$ cat src/rtl/model_vector_fixed_summation.sv
// Streaming saturating summation stage for the vector fixed-point divider output.
// A run is started with START. It then accumulates SIZE_IN signed elements, one
// per DATA_IN_ENABLE strobe, and presents the clamped sum with a one-cycle
// READY/DATA_OUT_ENABLE pulse.
//
// Handshake: DATA_IN_ENABLE is a valid-only strobe with no backpressure. It is
// consumed on every rising edge where the FSM is in INPUT_STATE and is ignored
// in every other state. READY and DATA_OUT_ENABLE are the same one-cycle valid
// pulse, and DATA_OUT holds its value until the next result.
module model_vector_fixed_summation #(
    parameter int DATA_SIZE    = 64,
    parameter int CONTROL_SIZE = 64
) (
    input  logic                 CLK,
    input  logic                 RST,
    input  logic                 START,
    output logic                 READY,
    input  logic                 DATA_IN_ENABLE,
    output logic                 DATA_OUT_ENABLE,
    output logic                 OVERFLOW,
    input  logic [DATA_SIZE-1:0] SIZE_IN,
    input  logic [DATA_SIZE-1:0] DATA_IN,
    output logic [DATA_SIZE-1:0] DATA_OUT,
    output logic [1:0]           state_dbg
);

    typedef enum logic [1:0] {
        STARTER_STATE = 2'd0,
        INPUT_STATE   = 2'd1,
        ENDER_STATE   = 2'd2
    } state_t;

    localparam logic [DATA_SIZE-1:0] SAT_MAX = {1'b0, {(DATA_SIZE-1){1'b1}}};
    localparam logic [DATA_SIZE-1:0] SAT_MIN = {1'b1, {(DATA_SIZE-1){1'b0}}};

    state_t                  state, state_n;
    logic [DATA_SIZE-1:0]    size_int, size_n;
    logic [CONTROL_SIZE-1:0] index_loop, index_n;
    logic [DATA_SIZE-1:0]    acc, acc_n;
    logic                    overflow_q, overflow_n;
    logic                    ready_q, ready_n;
    logic [DATA_SIZE-1:0]    data_out_q, data_out_n;

    logic [DATA_SIZE:0]      sum_wide;
    logic                    sat_pos, sat_neg;
    logic [DATA_SIZE-1:0]    sum_sat;
    logic [DATA_SIZE-1:0]    index_ext;

    // Sign-extended sum one bit wider than the operands. When the two top bits
    // disagree the true sum does not fit, and the direction tells which rail to clamp to.
    assign sum_wide  = {acc[DATA_SIZE-1], acc} + {DATA_IN[DATA_SIZE-1], DATA_IN};
    assign sat_pos   = ~sum_wide[DATA_SIZE] &  sum_wide[DATA_SIZE-1];
    assign sat_neg   =  sum_wide[DATA_SIZE] & ~sum_wide[DATA_SIZE-1];
    assign sum_sat   = sat_pos ? SAT_MAX : (sat_neg ? SAT_MIN : sum_wide[DATA_SIZE-1:0]);
    assign index_ext = DATA_SIZE'(index_loop);

    assign READY           = ready_q;
    assign DATA_OUT_ENABLE = ready_q;
    assign OVERFLOW        = overflow_q;
    assign DATA_OUT        = data_out_q;
    assign state_dbg       = state;

    // Next-state and next-register values; every value holds unless a state acts on it
    always_comb begin
        state_n    = state;
        size_n     = size_int;
        index_n    = index_loop;
        acc_n      = acc;
        overflow_n = overflow_q;
        ready_n    = 1'b0;
        data_out_n = data_out_q;
        case (state)
            STARTER_STATE: begin
                if (START) begin
                    acc_n      = '0;
                    index_n    = '0;
                    overflow_n = 1'b0;
                    size_n     = SIZE_IN;
                    state_n    = (SIZE_IN == '0) ? ENDER_STATE : INPUT_STATE;
                end
            end
            INPUT_STATE: begin
                if (DATA_IN_ENABLE) begin
                    acc_n = sum_sat;
                    if (sat_pos || sat_neg) begin
                        overflow_n = 1'b1;
                    end
                    if (index_ext == size_int - DATA_SIZE'(1)) begin
                        state_n = ENDER_STATE;
                    end else begin
                        index_n = index_loop + CONTROL_SIZE'(1);
                    end
                end
            end
            ENDER_STATE: begin
                data_out_n = acc;
                ready_n    = 1'b1;
                state_n    = STARTER_STATE;
            end
            default: begin
                state_n = STARTER_STATE;
            end
        endcase
    end

    // State and datapath registers; reset takes priority over every other input
    always_ff @(posedge CLK) begin
        if (RST) begin
            state      <= STARTER_STATE;
            size_int   <= '0;
            index_loop <= '0;
            acc        <= '0;
            overflow_q <= 1'b0;
            ready_q    <= 1'b0;
            data_out_q <= '0;
        end else begin
            state      <= state_n;
            size_int   <= size_n;
            index_loop <= index_n;
            acc        <= acc_n;
            overflow_q <= overflow_n;
            ready_q    <= ready_n;
            data_out_q <= data_out_n;
        end
    end

endmodule

$ cat config.mk
export PLATFORM = sky130hd
export DESIGN_NAME = model_vector_fixed_summation
export DESIGN_NICKNAME = d
export VERILOG_FILES = /design/src/rtl/model_vector_fixed_summation.sv
export SDC_FILE = /design/constraint.sdc
export NUM_CORES = 1
export LEC_CHECK = 0
export BUFFER_PORTS_ARGS = -buffer_cell sky130_fd_sc_hd__buf_2
export CORE_AREA = 2 2 170 172
export DETAILED_ROUTE_END_ITERATION = 10
export DIE_AREA = 0 0 172 174
export GPL_TIMING_DRIVEN = 1
export PLACE_DENSITY = 0.81
export REMOVE_ABC_BUFFERS = 1
export SLEW_MARGIN = 25
export SYNTH_ARGS = -nofsm -noshare
export SYNTH_HDL_FRONTEND = slang
export SYNTH_SLANG_ARGS = --single-unit
$ cat constraint.sdc
create_clock -name CLK -period 6.5 [get_ports CLK]
set_clock_uncertainty 0.05 [all_clocks]
set_input_delay 0.325 -clock CLK [delete_from_list [all_inputs] [get_ports CLK]]
set_output_delay 0.325 -clock CLK [all_outputs]
set_load 0.01 [all_outputs]
==> results.json <==
{
  "gp_congestion": 0.969,
  "powerDensity_nw_per_um2": 252,
  "cp_max_fo": 25,
  "firstDrtPassIters": 5,
  "yosysWarnings": 0,
  "cts.sink_count": 260,
  "clkLatencyLatePin_ns": 0.56,
  "first_iter_violations": 1436,
  "start_util": 0.587,
  "hold_viol": 0,
  "rsz0062_at_grt": "no",
  "crit_start": "acc[32]$_SDFFE_PP0P_",
  "h-tree-depth": 1,
  "drv_cap": 0,
  "cpPeakStageDelay_ns": 0.87,
  "p_leak_nw": 7.61,
  "whs_ns": 0.0164,
  "outcome": "complete, no violations",
  "grt_overflow": 0,
  "synth_top_area_share": 0.314,
  "fin_ws_ns": 0.892,
  "coreArea_um2": 28200,
  "drv_slew": 0,
  "grt_max_degree": 94,
  "hpwl_um": 35200,
  "via_count": 17526,
  "num-nets-final": 2568,
  "arrival_ns": 6.06,
  "post_drt_via_cell_ratio": 6.32,
  "wl_um": 51400,
  "drt-wirelength-per-cell_um": 18.5,
  "dieArea_um2": 29900,
  "grt_antenna_before_repair": 2,
  "die_w_um": 172,
  "rows": 62,
  "cts_setup_buffers": 0,
  "cts_tree": "done",
  "yosysTopAreaCell": "dfxtp_1",
  "regToRegStartpoint": "acc[32]$_SDFFE_PP0P_",
  "post-place-ws_ns": 0.960,
  "power.total_mw": 4.83,
  "grt_pass1_wl_um": 81800,
  "synthArstFlopShare": 0,
  "path_clk_slew_ns": 0.06,
  "io_buffers": 200,
  "tns_ns": 0,
  "syn_area_um2": 16600,
  "placed_area_um2": 17600,
  "end_kind": "register",
  "cts_made_buffers": 28,
  "clock_path_buffers": 3,
  "die_h_um": 174,
  "tightestPinTransition_ns": 1.04,
  "nFillCells": 2396,
  "seq_area_frac_synth": 0.314,
  "finalCritPeriodShare": 0.863,
  "grtUsageTotal": 0.333,
  "period_minus_slack_ns": 5.61,
  "ioPinCount": 201,
  "slew_headroom": 0.305,
  "crit_chain": "ha_1, nand2_1, nor2_1, nand2_1, or4b_2, or2_2, o21bai_1, o2111ai_1, a2111oi_0, nor3_1, xnor2_1, ha_1, and3_1, buf_4, a21oi_1, nor2_1, a31o_2",
  "yosys_register_bits": 260,
  "ir_worst_vdd_mv": 0.221,
  "first_global_vias": 16592,
  "syn-mean-instance-area_um2": 7.52,
  "cp_data_required_time_ns": 6.95,
  "drcViolationCount": 0,
  "worstHoldStart": "SIZE_IN[38]",
  "synth.area.top_cells": "dfxtp_1, nand2_1, a21oi_1",
  "synth_edf_count": 0,
  "hold_buffers": 58,
  "drive_gt1_frac": 0.127,
  "synth.distinct_cells": 85,
  "hp-class": "in -> reg",
  "area_growth_pct": 15.6,
  "drtAntennaViolNets": 0,
  "path_class": "reg -> reg",
  "setup_viol": 0,
  "synthesis.instances": 2206,
  "final_area_um2": 19200,
  "slowest_stage": "ha_1",
  "cts_resized": 0,
  "synth_flop_cell": "dfxtp_1",
  "fmax_mhz": 178,
  "root_buffer": "clkbuf_16",
  "cp-start-kind": "register"
}
[metal layers]
layer | wire [um] | up-vias | global-route usage | share of wire
li1 | - | 8374 | - | -
met5 | 0 | - | 0 | 0
met2 | 24100 | 739 | 0.563 | 0.47
met1 | 21100 | 8224 | 0.413 | 0.41
met3 | 3560 | 189 | 0.0460 | 0.069
met4 | 2690 | 0 | 0.169 | 0.052
[kinds of logic (layout without fill, tap and decap cells)]
family,count (synthesis),count (layout),share of synthesized area
compound gates,638,638,0.242
xor+xnor,126,126,0.0665
fa+ha+maj,69,69,0.0525
buf+inv,193,376,0.0481
flops,260,260,0.314
mux,14,14,0.00845
other cells,0,2,0
simple gates,906,906,0.269
[cell type report]
cell class / instances / area, um^2 / share of cell area
Antenna cell: 2 / 5.00 / 0.000261
Clock inverter: 9 / 123 / 0.00640
Tap cell: 384 / 480 / 0.0251
Clock buffer: 43 / 838 / 0.0437
Sequential cell: 260 / 5200 / 0.272
Multi-Input combinational cell: 1753 / 10600 / 0.554
Timing Repair Buffer: 276 / 1720 / 0.0899
Inverter: 48 / 180 / 0.00940
[cells in the final DEF (no fill, tap or decap), types with 29 or more instances in the layout]
cell	n
xor2_1	50
nor3_1	47
o211ai_1	33
o21ai_0	72
nand4_1	34
buf_2	199
or3_1	47
dfxtp_1	260
dlygate4sd3_1	58
nor4_1	55
nor2_1	108
or4_1	30
nand3_1	58
nand2_1	398
inv_1	47
a21oi_1	287
xnor2_1	76
a21o_1	30
ha_1	68
clkbuf_16	29
[synthesized netlist by cell type, types with 33 or more instances]
cell	instances
a21oi_1	287
clkbuf_1	117
dfxtp_1	260
ha_1	68
inv_1	47
nand2_1	400
nand3_1	58
nand4_1	34
nor2_1	110
nor3_1	47
nor4_1	55
o211ai_1	33
o21ai_0	72
or3_1	47
xnor2_1	76
xor2_1	50
[registers in the layout (all words and copies together), names as in the netlist]
register / flops
DATA_OUT: 64
OVERFLOW: 1
size_int: 64
acc: 64
index_ext: 64
state_dbg: 2
DATA_OUT_ENABLE: 1
[worst max-delay path, delay by kind of cell (launching register included)]
family          cells  cell delay [ns]
simple gates        8             2.34
fa+ha+maj           2             1.27
compound gates      5             1.11
flops               1             0.33
buf+inv             1             0.29
xor+xnor            1             0.17
[final timing paths]
path	cells past startpoint	slack [ns]	endpoint
worst max-delay path	17	0.89	acc[41]$_SDFFE_PP0P_
worst min-delay path	3	0.02	size_int[38]$_SDFFE_PP0P_
worst min register to register	2	0.40	DATA_OUT[40]$_SDFFE_PP0P_
worst max register to register	17	0.89	acc[41]$_SDFFE_PP0P_
[through the flow]
| stage | util | cells |
|---|---|---|
| global route | 0.679 | 2774 |
| CTS | 0.678 | 2773 |
| finish | 0.679 | 2775 |
| detailed placement | 0.624 | 2663 |
| floorplan | - | 2061 |
| global placement | 0.624 | 2663 |
[report_power, final]
part | leakage [nW] | switching (mW) | total, mW | internal (mW)
Combinational | 5.03 | 0.860 | 1.37 | 0.506
Sequential | 2.11 | 0.109 | 1.79 | 1.68
Clock | 0.472 | 0.675 | 1.68 | 1.00
Total | 7.61 | 1.64 | 4.83 | 3.19
No activity file was read; power rests on OpenSTA's default activity.
